$ cat config.mk
export PLATFORM = sky130hd
export DESIGN_NAME = change_dispenser_flat
export DESIGN_NICKNAME = d
export VERILOG_FILES = /design/src/rtl/change_dispenser_if.sv /design/src/rtl/change_dispenser.sv /design/src/flat_wrapper.sv
export SDC_FILE = /design/constraint.sdc
export NUM_CORES = 1
export LEC_CHECK = 0
export ABC_AREA = 1
export BUFFER_PORTS_ARGS = -buffer_cell sky130_fd_sc_hd__buf_4
export CORE_MARGIN = 4
export CORE_UTILIZATION = 40
export DETAILED_ROUTE_END_ITERATION = 10
export PLACE_DENSITY_LB_ADDON = 0.3
export SLEW_MARGIN = 40
export SYNTH_ARGS = -nofsm -noshare
export SYNTH_HDL_FRONTEND = slang
export SYNTH_SLANG_ARGS = --single-unit
$ cat constraint.sdc
create_clock -name clk -period 1.81 [get_ports clk]
set_input_delay 0 -clock clk [delete_from_list [all_inputs] [get_ports clk]]
set_output_delay 0 -clock clk [all_outputs]
set_load 0.05 [all_outputs]
$ cat src/rtl/change_dispenser_if.sv
// Request, hopper and inventory signals between the vending FSM / hopper
// and the change dispenser.
interface change_dispenser_if #(
   parameter int CNT_W = 4
);
   logic             req;
   logic [1:0]       change;
   logic             coin_ack;
   logic             load5;
   logic             load10;
   logic             busy;
   logic             eject5;
   logic             eject10;
   logic             done;
   logic             short;
   logic [1:0]       rem;
   logic [CNT_W-1:0] cnt5;
   logic [CNT_W-1:0] cnt10;
   logic             jam;

   modport master (
      output req, change, coin_ack, load5, load10,
      input  busy, eject5, eject10, done, short, rem, cnt5, cnt10, jam
   );

   modport slave (
      input  req, change, coin_ack, load5, load10,
      output busy, eject5, eject10, done, short, rem, cnt5, cnt10, jam
   );
endinterface

$ cat src/rtl/change_dispenser.sv
// Two-tube coin payout: largest-coin-first dispensing with a 4-phase
// eject/ack handshake, inventory tracking, shortfall report and jam detect.
module change_dispenser #(
   parameter int N5_INIT  = 8,
   parameter int N10_INIT = 4,
   parameter int CNT_W    = 4,
   parameter int TIMEOUT  = 16
) (
   input logic               clk,
   input logic               rst,
   change_dispenser_if.slave bus
);
   localparam int TW = $clog2(TIMEOUT + 1);
   localparam logic [TW-1:0] TIMER_LAST = TW'(TIMEOUT - 1);

   typedef enum logic [2:0] {IDLE, SEL, EJECT, RELEASE, FIN, JAM} state_t;

   state_t        state_reg;
   logic [1:0]    r_reg;
   logic          coin10_reg;
   logic [TW-1:0] timer_reg;
   logic          busy_reg;
   logic          eject5_reg;
   logic          eject10_reg;
   logic          done_reg;
   logic          short_reg;
   logic [1:0]    rem_reg;
   logic          jam_reg;

   logic             dispense;
   logic [1:0]       load_vec;
   logic [1:0]       dec_vec;
   logic [CNT_W-1:0] cnt5_cur;
   logic [CNT_W-1:0] cnt10_cur;
   logic             pick10;
   logic             pick5;
   logic [1:0]       step;

   // Decrement happens on the edge that samples the ack in EJECT.
   assign dispense = (state_reg == EJECT) && bus.coin_ack;
   assign load_vec = {bus.load10, bus.load5};
   assign dec_vec  = {dispense & coin10_reg, dispense & ~coin10_reg};

   // Tube 0 holds 5-coins, tube 1 holds 10-coins.
   for (genvar gi = 0; gi < 2; gi++) begin : tube
      localparam logic [CNT_W-1:0] INIT_VAL =
         (gi == 0) ? CNT_W'(N5_INIT) : CNT_W'(N10_INIT);
      logic [CNT_W-1:0] cnt_reg;

      always_ff @(posedge clk or negedge rst) begin
         if (!rst) begin
            cnt_reg <= INIT_VAL;
         end else if (load_vec[gi] && !dec_vec[gi]) begin
            if (cnt_reg != {CNT_W{1'b1}}) begin
               cnt_reg <= cnt_reg + 1'b1;
            end
         end else if (dec_vec[gi] && !load_vec[gi]) begin
            cnt_reg <= cnt_reg - 1'b1;
         end
      end
   end

   assign cnt5_cur  = tube[0].cnt_reg;
   assign cnt10_cur = tube[1].cnt_reg;

   assign pick10 = (r_reg >= 2'd2) && (cnt10_cur != '0);
   assign pick5  = !pick10 && (r_reg != 2'd0) && (cnt5_cur != '0);
   assign step   = coin10_reg ? 2'd2 : 2'd1;

   always_ff @(posedge clk or negedge rst) begin
      if (!rst) begin
         state_reg   <= IDLE;
         r_reg       <= '0;
         coin10_reg  <= 1'b0;
         timer_reg   <= '0;
         busy_reg    <= 1'b0;
         eject5_reg  <= 1'b0;
         eject10_reg <= 1'b0;
         done_reg    <= 1'b0;
         short_reg   <= 1'b0;
         rem_reg     <= '0;
         jam_reg     <= 1'b0;
      end else begin
         done_reg  <= 1'b0;
         short_reg <= 1'b0;
         rem_reg   <= '0;
         case (state_reg)
            IDLE: begin
               if (bus.req) begin
                  if (bus.change != 2'd0) begin
                     r_reg     <= bus.change;
                     busy_reg  <= 1'b1;
                     state_reg <= SEL;
                  end else begin
                     r_reg     <= '0;
                     done_reg  <= 1'b1;
                     state_reg <= FIN;
                  end
               end
            end
            SEL: begin
               if (pick10 || pick5) begin
                  coin10_reg  <= pick10;
                  eject10_reg <= pick10;
                  eject5_reg  <= pick5;
                  timer_reg   <= '0;
                  state_reg   <= EJECT;
               end else begin
                  // Nothing left to pay, or no usable coin: report what remains.
                  done_reg  <= 1'b1;
                  rem_reg   <= r_reg;
                  short_reg <= (r_reg != 2'd0);
                  busy_reg  <= 1'b0;
                  state_reg <= FIN;
               end
            end
            EJECT: begin
               if (bus.coin_ack) begin
                  r_reg       <= r_reg - step;
                  eject5_reg  <= 1'b0;
                  eject10_reg <= 1'b0;
                  state_reg   <= RELEASE;
               end else if (timer_reg == TIMER_LAST) begin
                  eject5_reg  <= 1'b0;
                  eject10_reg <= 1'b0;
                  jam_reg     <= 1'b1;
                  state_reg   <= JAM;
               end else begin
                  timer_reg <= timer_reg + 1'b1;
               end
            end
            RELEASE: begin
               if (!bus.coin_ack) begin
                  state_reg <= SEL;
               end
            end
            FIN:     state_reg <= IDLE;
            JAM:     state_reg <= JAM;
            default: state_reg <= IDLE;
         endcase
      end
   end

   assign bus.busy    = busy_reg;
   assign bus.eject5  = eject5_reg;
   assign bus.eject10 = eject10_reg;
   assign bus.done    = done_reg;
   assign bus.short   = short_reg;
   assign bus.rem     = rem_reg;
   assign bus.cnt5    = cnt5_cur;
   assign bus.cnt10   = cnt10_cur;
   assign bus.jam     = jam_reg;
endmodule

$ cat src/flat_wrapper.sv
// flat-port wrapper written by rule: the top's interface ports become plain ports
module change_dispenser_flat 
#(
   parameter int N5_INIT  = 8,
   parameter int N10_INIT = 4,
   parameter int CNT_W    = 4,
   parameter int TIMEOUT  = 16
)
  (clk, rst, bus_req, bus_change, bus_coin_ack, bus_load5, bus_load10, bus_busy, bus_eject5, bus_eject10, bus_done, bus_short, bus_rem, bus_cnt5, bus_cnt10, bus_jam);
  change_dispenser_if #(.CNT_W(CNT_W)) bus_i ();
  input logic clk;
  input logic rst;
  input wire logic [$bits(bus_i.req)-1:0] bus_req;
  input wire logic [$bits(bus_i.change)-1:0] bus_change;
  input wire logic [$bits(bus_i.coin_ack)-1:0] bus_coin_ack;
  input wire logic [$bits(bus_i.load5)-1:0] bus_load5;
  input wire logic [$bits(bus_i.load10)-1:0] bus_load10;
  output wire logic [$bits(bus_i.busy)-1:0] bus_busy;
  output wire logic [$bits(bus_i.eject5)-1:0] bus_eject5;
  output wire logic [$bits(bus_i.eject10)-1:0] bus_eject10;
  output wire logic [$bits(bus_i.done)-1:0] bus_done;
  output wire logic [$bits(bus_i.short)-1:0] bus_short;
  output wire logic [$bits(bus_i.rem)-1:0] bus_rem;
  output wire logic [$bits(bus_i.cnt5)-1:0] bus_cnt5;
  output wire logic [$bits(bus_i.cnt10)-1:0] bus_cnt10;
  output wire logic [$bits(bus_i.jam)-1:0] bus_jam;
  assign bus_i.req = bus_req;
  assign bus_i.change = bus_change;
  assign bus_i.coin_ack = bus_coin_ack;
  assign bus_i.load5 = bus_load5;
  assign bus_i.load10 = bus_load10;
  assign bus_busy = bus_i.busy;
  assign bus_eject5 = bus_i.eject5;
  assign bus_eject10 = bus_i.eject10;
  assign bus_done = bus_i.done;
  assign bus_short = bus_i.short;
  assign bus_rem = bus_i.rem;
  assign bus_cnt5 = bus_i.cnt5;
  assign bus_cnt10 = bus_i.cnt10;
  assign bus_jam = bus_i.jam;
  change_dispenser #(.N5_INIT(N5_INIT), .N10_INIT(N10_INIT), .CNT_W(CNT_W), .TIMEOUT(TIMEOUT)) u_core (.clk(clk), .rst(rst), .bus(bus_i));
endmodule
# ---- Word-level counts from Yosys, hierarchy flattened
# Cells that the tools add are included.
# Widths: inputs -> output; s select.
dict set report classes {
  addsub 6
  magnitude_cmp 1
  n_eq_ne 18
  muxes 40
  bitwise_logic 4
  n_reduce_logical 33
}
# cell count
set ops {}
lappend ops {{$mux 4} 6}
lappend ops {{$mux 3} 6}
lappend ops {{$ne 2x2->1 const B} 8}
lappend ops {{$mux 5} 3}
lappend ops {{$pmux 3 s5} 1}
lappend ops {{$reduce_bool 2->1} 7}
lappend ops {{$mux 1} 12}
lappend ops {{$mux 2} 6}
lappend ops {{$reduce_and 3->1} 4}
lappend ops {{$pmux 5 s2} 1}
lappend ops {{$add 4x1->4 const B} 2}
lappend ops {{$logic_and 1x1->1} 8}
lappend ops {{$ne 4x4->1 const B} 2}
lappend ops {{$pmux 1 s2} 4}
lappend ops {{$reduce_and 4->1} 2}
lappend ops {{$reduce_bool 4->1} 2}
lappend ops {{$sub 4x1->4 const B} 2}
lappend ops {{$eq 3x2->1 const B} 2}
lappend ops {{$reduce_and 2->1} 3}
lappend ops {{$add 5x1->5 const B} 1}
lappend ops {{$eq 5x4->1 const B} 1}
lappend ops {{$logic_not 1->1} 5}
lappend ops {{$ne 2x1->1 const B} 2}
lappend ops {{$pmux 2 s2} 1}
lappend ops {{9 further kinds} 11}
dict set report totals {
  reg_bits 27
  inputBits 8
  output_inout_bits 16
}

# ---- Logic depth before layout (Yosys ltp)
# Gate-level depths: netlist of run 1.
dict set report depth {
  ltp_word 8
  ltp_mapped 12
}

# ---- Worst setup path before layout of run 1
# No wires, ideal clock.
dict set report synth_timing {
  kind {register to register}
  startpoint {reg u_core.state_reg[0]}
  endpoint {reg u_core.tube[1].cnt_reg[3], in the netlist u_core.bus.cnt10[3]}
  setup_ns 0.120
  t_arrival_ns 1.645
  t_required_ns 1.690
  path_slack_ns 0.046
  path_stages_with_launch 13
  cell_sequence {dfrtp_1 nor2_2 nand4_1 nand2_1 ha_1 nand2_1 nand2_1 nor2_1 inv_1 nand2_1 nand3_1 nand2_1 nand2_1}
}
dict set report synth_via {
  elab_chain_len 7
  word_cells_on_any_way 10
  cone_classes {2 x eq/ne; 1 x mux; 1 x bitwise; 6 x reduce/logical}
}
# item line_no
set synth_lines {}
lappend synth_lines {{start: declaration} change_dispenser.sv:18} ;# state_t state_reg;
lappend synth_lines {{start signal: assignment} change_dispenser.sv:72} ;# state_reg <= IDLE;
lappend synth_lines {{start signal: assignment} change_dispenser.sv:93} ;# state_reg <= SEL;
lappend synth_lines {{start signal: assignment} change_dispenser.sv:97} ;# state_reg <= FIN;
lappend synth_lines {{$eq 3x2->1 *} change_dispenser.sv:40} ;# assign dispense = (state_reg == EJECT) && bus.coin_ack;
lappend synth_lines {{$logic_and 1x1->1 *} change_dispenser.sv:40}
lappend synth_lines {{$and 1x1->1 *} change_dispenser.sv:42} ;# assign dec_vec = {dispense & coin10_reg, dispense & ~coin10_reg};
lappend synth_lines {{$logic_not 1->1} change_dispenser.sv:53} ;# end else if (load_vec[gi] && !dec_vec[gi]) begin
lappend synth_lines {{$logic_and 1x1->1} change_dispenser.sv:53}
lappend synth_lines {{$ne 2x2->1 (no line) or $reduce_bool 2->1 (tied branches)} --}
lappend synth_lines {{$reduce_and 2->1 (no line)} --}
lappend synth_lines {{end signal: assignment} change_dispenser.sv:55} ;# cnt_reg <= cnt_reg + 1'b1;
lappend synth_lines {{end signal: assignment} change_dispenser.sv:58} ;# cnt_reg <= cnt_reg - 1'b1;
lappend synth_lines {{end: declaration} change_dispenser.sv:48} ;# logic [CNT_W-1:0] cnt_reg;
# Mark *: on every way between the ends. The rest lies on a longest branch, timed or not.
# A chain may end at the register's enable or synchronous reset.

# ---- Final worst setup path of run 1
dict set report layout_timing {
  startpoint {reg u_core.state_reg[2]}
  endpoint {reg u_core.tube[0].cnt_reg[3], in the netlist u_core.bus.cnt5[3]}
}
dict set report layout_via {
  elab_chain_len 7
  word_cells_on_any_way 10
  cone_classes {2 x eq/ne; 1 x mux; 1 x bitwise; 6 x reduce/logical}
}
# item line_no
set layout_lines {}
lappend layout_lines {{$eq 3x2->1 *} change_dispenser.sv:40}
lappend layout_lines {{$logic_and 1x1->1 *} change_dispenser.sv:40}
lappend layout_lines {{$and 1x1->1 *} change_dispenser.sv:42}
lappend layout_lines {{$logic_not 1->1} change_dispenser.sv:53}
lappend layout_lines {{$logic_and 1x1->1} change_dispenser.sv:53}
lappend layout_lines {{$ne 2x2->1 (no line) or $reduce_bool 2->1 (tied branches)} --}
lappend layout_lines {{$reduce_and 2->1 (no line)} --}
lappend layout_lines {{end signal: assignment} change_dispenser.sv:55}
lappend layout_lines {{end signal: assignment} change_dispenser.sv:58}
lappend layout_lines {{end: declaration} change_dispenser.sv:48}
# Marks and branches as above.

==> results of run 1 <==
worst paths after layout:
check / startpoint / endpoint / slack, ns
setup / recovery: u_core.state_reg[2] / u_core.bus.cnt5[3] / 0.06
hold / removal: bus_change[0] / u_core.r_reg[0] / 0.02
setup reg to reg: u_core.state_reg[2] / u_core.bus.cnt5[3] / 0.06
hold reg to reg: u_core.timer_reg[4] / u_core.timer_reg[4] / 0.48
max in group asynchronous: rst / u_core.bus.cnt5[3] / 1.34
min in group asynchronous: rst / u_core.bus.busy / 0.17
where the power goes:
part | internal, W | switching, W | leakage (nW) | total [W]
logic | 0.000834 | 0.00147 | 0.766 | 0.00230
clock network | 0.000155 | 0.000197 | 0.0255 | 0.000352
registers | 0.000843 | 0.000251 | 0.338 | 0.00109
metrics by stage:
stage | setup WS, ns | setup TNS (ns) | instances | total power [W] | util, %
after floorplan | 0.0458 | 0 | 200 | 0.00260 | -
after global placement | 0.0252 | 0 | 278 | 0.00315 | 50.6
after detailed placement | -0.0505 | -0.0505 | 278 | 0.00321 | 50.6
after CTS | 0.0115 | 0 | 284 | 0.00359 | 52.5
after global routing | -0.0597 | -0.0740 | 289 | 0.00409 | 55.6
final | 0.0605 | 0 | 289 | 0.00375 | 55.6
layout make-up:
class                      count  area, um2
clock inverter                 1       5.00
timing repair buffer          37        283
multi-input combinational    141        920
sequential                    27        679
fill                         363       1690
tap                           48       60.1
inverter                      32        123
clock buffer                   3       41.3
per-layer routing:
layer	track usage (%)	share of wire, %	routed length [um]	vias to the layer above
met5	0	0	0	-
met4	3.76	0.65	23	0
met3	3.60	4.8	171	2
met2	25.0	50	1790	32
met1	18.3	44	1570	670
li1	-	-	-	729
worst reg2reg max path, cell delays in order (launching register included):
cell and delay, ns:
dfrtp_2 0.43, nor2_4 0.12, nand4_1 0.16, nand2_2 0.19, ha_4 0.24, nand2_2 0.08, nor2_2 0.05, nor2_4 0.12
inv_2 0.04, nand2_2 0.06, nand3_2 0.07, nand2_1 0.06, nand2_1 0.05
kinds of logic (layout without fill, tap and decap cells):
| family | Yosys count | in the layout | share of synthesized area (%) |
|---|---|---|---|
| compound gates | 14 | 14 | 5.05 |
| simple gates | 110 | 110 | 33.9 |
| fa+ha+maj | 9 | 9 | 7.80 |
| flops | 27 | 27 | 41.5 |
| xor+xnor | 8 | 8 | 4.28 |
| buf+inv | 32 | 73 | 7.50 |
cells in the final DEF (no fill, tap or decap):
master         netlist  layout
nand4_1             13      13
nor2_1              12       8
o21ai_1              1       1
inv_4                1       1
clkinv_2             0       1
dfstp_2              2       2
inv_1               27      26
o211ai_1             1       1
fa_1                 2       2
o21ai_0              6       6
nor2_4               0       2
nand3_1             15      13
ha_4                 0       3
inv_2                4       5
nand2_2              2       9
nor2_2               1       3
or2_2                2       2
nand2_1             53      46
o21ai_2              1       1
xor2_1               7       7
o21bai_1             1       1
dfrtp_1             25      24
a31oi_1              1       1
ha_1                 7       4
or2_1                3       3
dfrtp_2              0       1
nand3b_1             1       1
dlygate4sd3_1        0       2
a21oi_1              2       2
clkbuf_8             0       3
nand3_4              1       1
buf_4                0      35
a21boi_1             1       1
nand3_2              3       5
and3_1               1       1
nand2_4              2       2
xnor2_1              1       1
nor2_8               1       1
what timing repair did:
action                                  in CTS  in global routing
gates cloned                                 0                  0
endpoints found under the setup margin       2                  8
hold buffers                                 2                  0
buffers inserted                             0                  5
resized for setup                            2                 18
pin swaps                                    0                 11
endpoints found under the hold margin       28                  0
==> metrics, run 1 <==
DRT iter0 DRCs 74; CP endpoint kind register; I/O Buffers 23; Die Footprint slightly above 0.005 mm2; Final min period ~1.7 ns; first-pass GRT wire length about 6000 um; Lkg Pwr approximately 1.1 nW; # IOs 24; synthesis-to-layout area growth 29.1%; synth unique cells 31; Initial Utilization around 43%; number of flops mapped to enable cells by yosys 0; vias in the first global route 1389; Synth Area per Inst between 8 and 9 um2; clk buf depth 2; post-synth top area cell dfrtp_1; Crit path depth 12; Rel. slew slack ~77%; synth cell count leaders 53 x nand2_1, 27 x inv_1, 25 x dfrtp_1, 15 x nand3_1, 13 x nand4_1; top cell family by delay on the critical path simple AND/OR/NAND/NOR gates; Yosys warnings 0; Arrival @ worst endpoint a little under 2 ns; Die X between 70 and 80 um; CP max stage delay ~0.43 ns; CP required between 2 and 2.5 ns; post-route ant nets 0; Min-Delay Path Class in -> reg; fin area roughly 0.0021 mm2; Critical Path Start Type register; Final Setup Violations 0; remaining routing DRC violations 0; largest net degree at the start of global routing 28; initial antenna violation count 0; clk_lat worst skew between 0.2 and 0.3 ns; Setup CP Type reg -> reg; Post-synth ARST share between 90% and 100%; hold path cells 3; crit share post-route 96.7%; worst-path maximum fanout 4; Fin. Hold Viols 0; CTS Buf Count 3; grt ovf 0; NumNets Final between 200 and 300; Clock Skews about 0.0045 ns; WL final about 3600 um; max-cap violations 0; wire length per cell 12.3 um; synth top area cells dfrtp_1 38%, nand2_1 12%, inv_1 6.2%, ha_1 5.4%, nand4_1 5.0%; Placer Congestion between 0.8 and 0.9; status complete, no violations; share of cells above drive strength 1 between 30% and 40%; total track usage approximately 15%; Synth Flop Type dfrtp_1; Reg2Reg Depth 12; clk root buf clkbuf_8; fin. max-slew vios 0; FF+latch count, synth 27; H-tree Lvls 1; Reg clk slew, reported paths 0.10 ns; cell row count 22; hold slack 0.0240 ns; CTS tree built; first-pass iteration count of the detailed router 4; post-synthesis cell area between 0.0015 and 0.002 mm2; RSZ-0062 raised after global routing true; maximum operating frequency 572 MHz; Yosys top cell area share 38.3%; PD cells 1780 mW/mm2; most used cell, CP nand2_2; syn_nets 217; post-DP HPWL approximately 2600 um; Buffers & Inverters on Critical Path 1; top-count cell post-synth nand2_1; Vias roughly 1.4k; VDD IR-drop max just under 0.0008 V; Mapped Cells 200; core box area 0.00380 mm2; vias per std cell roughly 5.0; Worst-Margin Slew ~0.35 ns; max FFs per register 5; CP cell instances nor2_4 > nand4_1 > nand2_2 > ha_4 > nand2_2 > nor2_2 > nor2_4 > inv_2 > nand2_2 > nand3_2 > nand2_1 > nand2_1; die height 71.9 um; placed inst area 0.00192 mm2; ANT cells 0; sequential share of the synthesized area 41.5%; Crit-path slowest cell dfrtp_2; clock sink count 27
No activity file was read; power rests on OpenSTA's default activity.
==> inputs of run 2 (changes only) <==
Settings changed: CORE_ASPECT_RATIO set to 1.4.
==> metrics, run 2 (synthesis gave the netlist of run 1 again) <==
Final min period 1.79 ns (was 1.75 ns); Reg clk slew, reported paths 0.10 ns (about the same); wire length per cell 12.3 um (about the same); first-pass iteration count of the detailed router 4 (unchanged); DRT iter0 DRCs 53 (was 74); total track usage 14.3% (was 14.5%); Reg-to-Reg End u_core.bus.cnt5[1] (was u_core.bus.cnt5[3]); post-DP HPWL 2560 um (was 2650 um); Min-Delay Path Class in -> reg (unchanged); vias per std cell 5.01 (was 4.96); most common cell after layout, fill and taps aside nand2_1 (unchanged); hold slack 0.0448 ns (was 0.0240 ns); first-pass GRT wire length 5780 um (was 5980 um); status complete, no violations (unchanged); CTS tree built (unchanged); Placer Congestion 0.857 (was 0.880); worst-path maximum fanout 3 (was 4); initial antenna violation count 0 (unchanged); fin. max-slew vios 0 (unchanged); RSZ-0062 raised after global routing true (unchanged); post-route ant nets 0 (unchanged); Clock Skews 0.00747 ns (was 0.00450 ns); crit share post-route 99.2% (was 96.7%); Fill cells 378 (was 363); r2r setup slk 0.02 ns (was 0.06 ns); grt ovf 0 (unchanged); die height 83.7 um (was 71.9 um); clock sink count 27 (unchanged); Die Footprint 0.00519 mm2 (was 0.00518 mm2); largest net degree at the start of global routing 28 (unchanged); clk_lat worst skew 0.27 ns (was 0.28 ns); remaining routing DRC violations 0 (unchanged); FF-to-FF Start u_core.state_reg[2] (unchanged); Lkg Pwr 1.15 nW (was 1.13 nW); CTS Buf Count 3 (unchanged); Multi-input gate area 932 um2 (was 920 um2); Reg2Reg Depth 8 (was 12); max FFs per register 5 (unchanged); NumNets Final 263 (was 259); Placed Cells 275 (was 278); I/O Buffers 23 (unchanged); most frequent cells in the layout 44 x nand2_1, 37 x buf_4, 27 x inv_1, 25 x dfrtp_1 (was 46 x nand2_1, 35 x buf_4, 26 x inv_1, 24 x dfrtp_1); Vias 1444 (was 1433); maximum operating frequency 557 MHz (was 572 MHz); ANT cells 0 (unchanged); Die X 62.0 um (was 71.9 um); clk root buf clkbuf_8 (unchanged); hold path cells 3 (unchanged); Register Area 678 um2 (was 679 um2); max-cap violations 0 (unchanged); min-delay src bus_req (was bus_change[0]); Arrival @ worst endpoint 1.96 ns (about the same); vias in the first global route 1362 (was 1389); share of cells above drive strength 1 32.7% (was 32.0%); Initial Utilization 41.4% (was 43.1%); Rel. slew slack 76.3% (was 77.0%); WL final 3540 um (was 3560 um); CP required 1.98 ns (was 2.02 ns); # IOs 24 (unchanged); PD cells 1760 mW/mm2 (was 1780 mW/mm2); Setup CP Type reg -> reg (unchanged); Tot Pwr 0.00378 W (was 0.00375 W); H-tree Lvls 1 (unchanged); CP endpoint kind register (unchanged); cell row count 27 (was 22); clk buf depth 2 (unchanged); core box area 0.00395 mm2 (was 0.00380 mm2); Post-Layout Cell Count 288 (was 289); Final Setup Violations 0 (unchanged); Hold Crit Endpoint u_core.bus.done (was u_core.r_reg[0]); Core Util, Final 54.4% (was 55.6%); Worst-Margin Slew 0.355 ns (was 0.345 ns); Fin. Hold Viols 0 (unchanged); Setup TNS 0 ns (unchanged); VDD IR-drop max 0.00120 V (was 0.000786 V); Critical Path Start Type register (unchanged); synthesis-to-layout area growth 31.5% (was 29.1%)
## run 2: worst max path at each step
stage	slack, ns	cells past startpoint	from	endpoint
2_1_floorplan	0.05	12	u_core.state_reg[0]	u_core.bus.cnt10[3]
3_3_place_gp	0.03	12	u_core.state_reg[0]	u_core.bus.cnt5[3]
3_5_place_dp	-0.05	12	u_core.state_reg[0]	u_core.bus.cnt10[3]
4_1_cts	0.03	12	u_core.state_reg[0]	u_core.bus.cnt5[3]
5_1_grt	-0.08	12	u_core.state_reg[2]	u_core.bus.cnt10[3]
6_report	0.02	8	u_core.state_reg[2]	u_core.bus.cnt5[1]
## run 2: critical path, stage by stage, from the launching register on
cell,delay [ns]
dfrtp_1,0.42
nor2_4,0.16
nand4_1,0.16
nand2_2,0.18
buf_6,0.11
buf_4,0.11
fa_2,0.43
nand2_1,0.07
nand2_1,0.04
## run 2: routing by layer
layer  vias up  GRT usage, %  wire length, um
met5         -             0                0
met4         0          5.41               55
met3         7          1.86              158
met2        39          24.4             1890
met1       666          17.4             1440
li1        732             -                -
## run 2: metrics by stage
stage / area, um2 / setup WS [ns]
after floorplan: 1640 / 0.0458
after global placement: 1930 / 0.0300
after detailed placement: 1930 / -0.0461
after CTS: 2020 / 0.0267
after global routing: 2150 / -0.0832
final: 2150 / 0.0153
## run 2: repair_timing
item | 4_1_cts | 5_1_grt
pin swaps | 1 | 15
resized for setup | 2 | 19
hold endpoints to repair | 29 | 0
setup buffers | 1 | 5
hold buffers | 3 | 0
setup endpoints to repair | 2 | 5
## run 2: area by class of cell
class	instances	share of cell area (%)
timing repair buffer	41	14.8
clock buffer	4	2.09
multi-input combinational	141	43.3
sequential	27	31.5
tap	43	2.50
inverter	32	5.70
## run 2: power breakdown
part	leakage, nW	switching (W)	internal, W
combinational	0.785	0.00148	0.000876
sequential	0.340	0.000242	0.000841
clock	0.0228	0.000188	0.000158
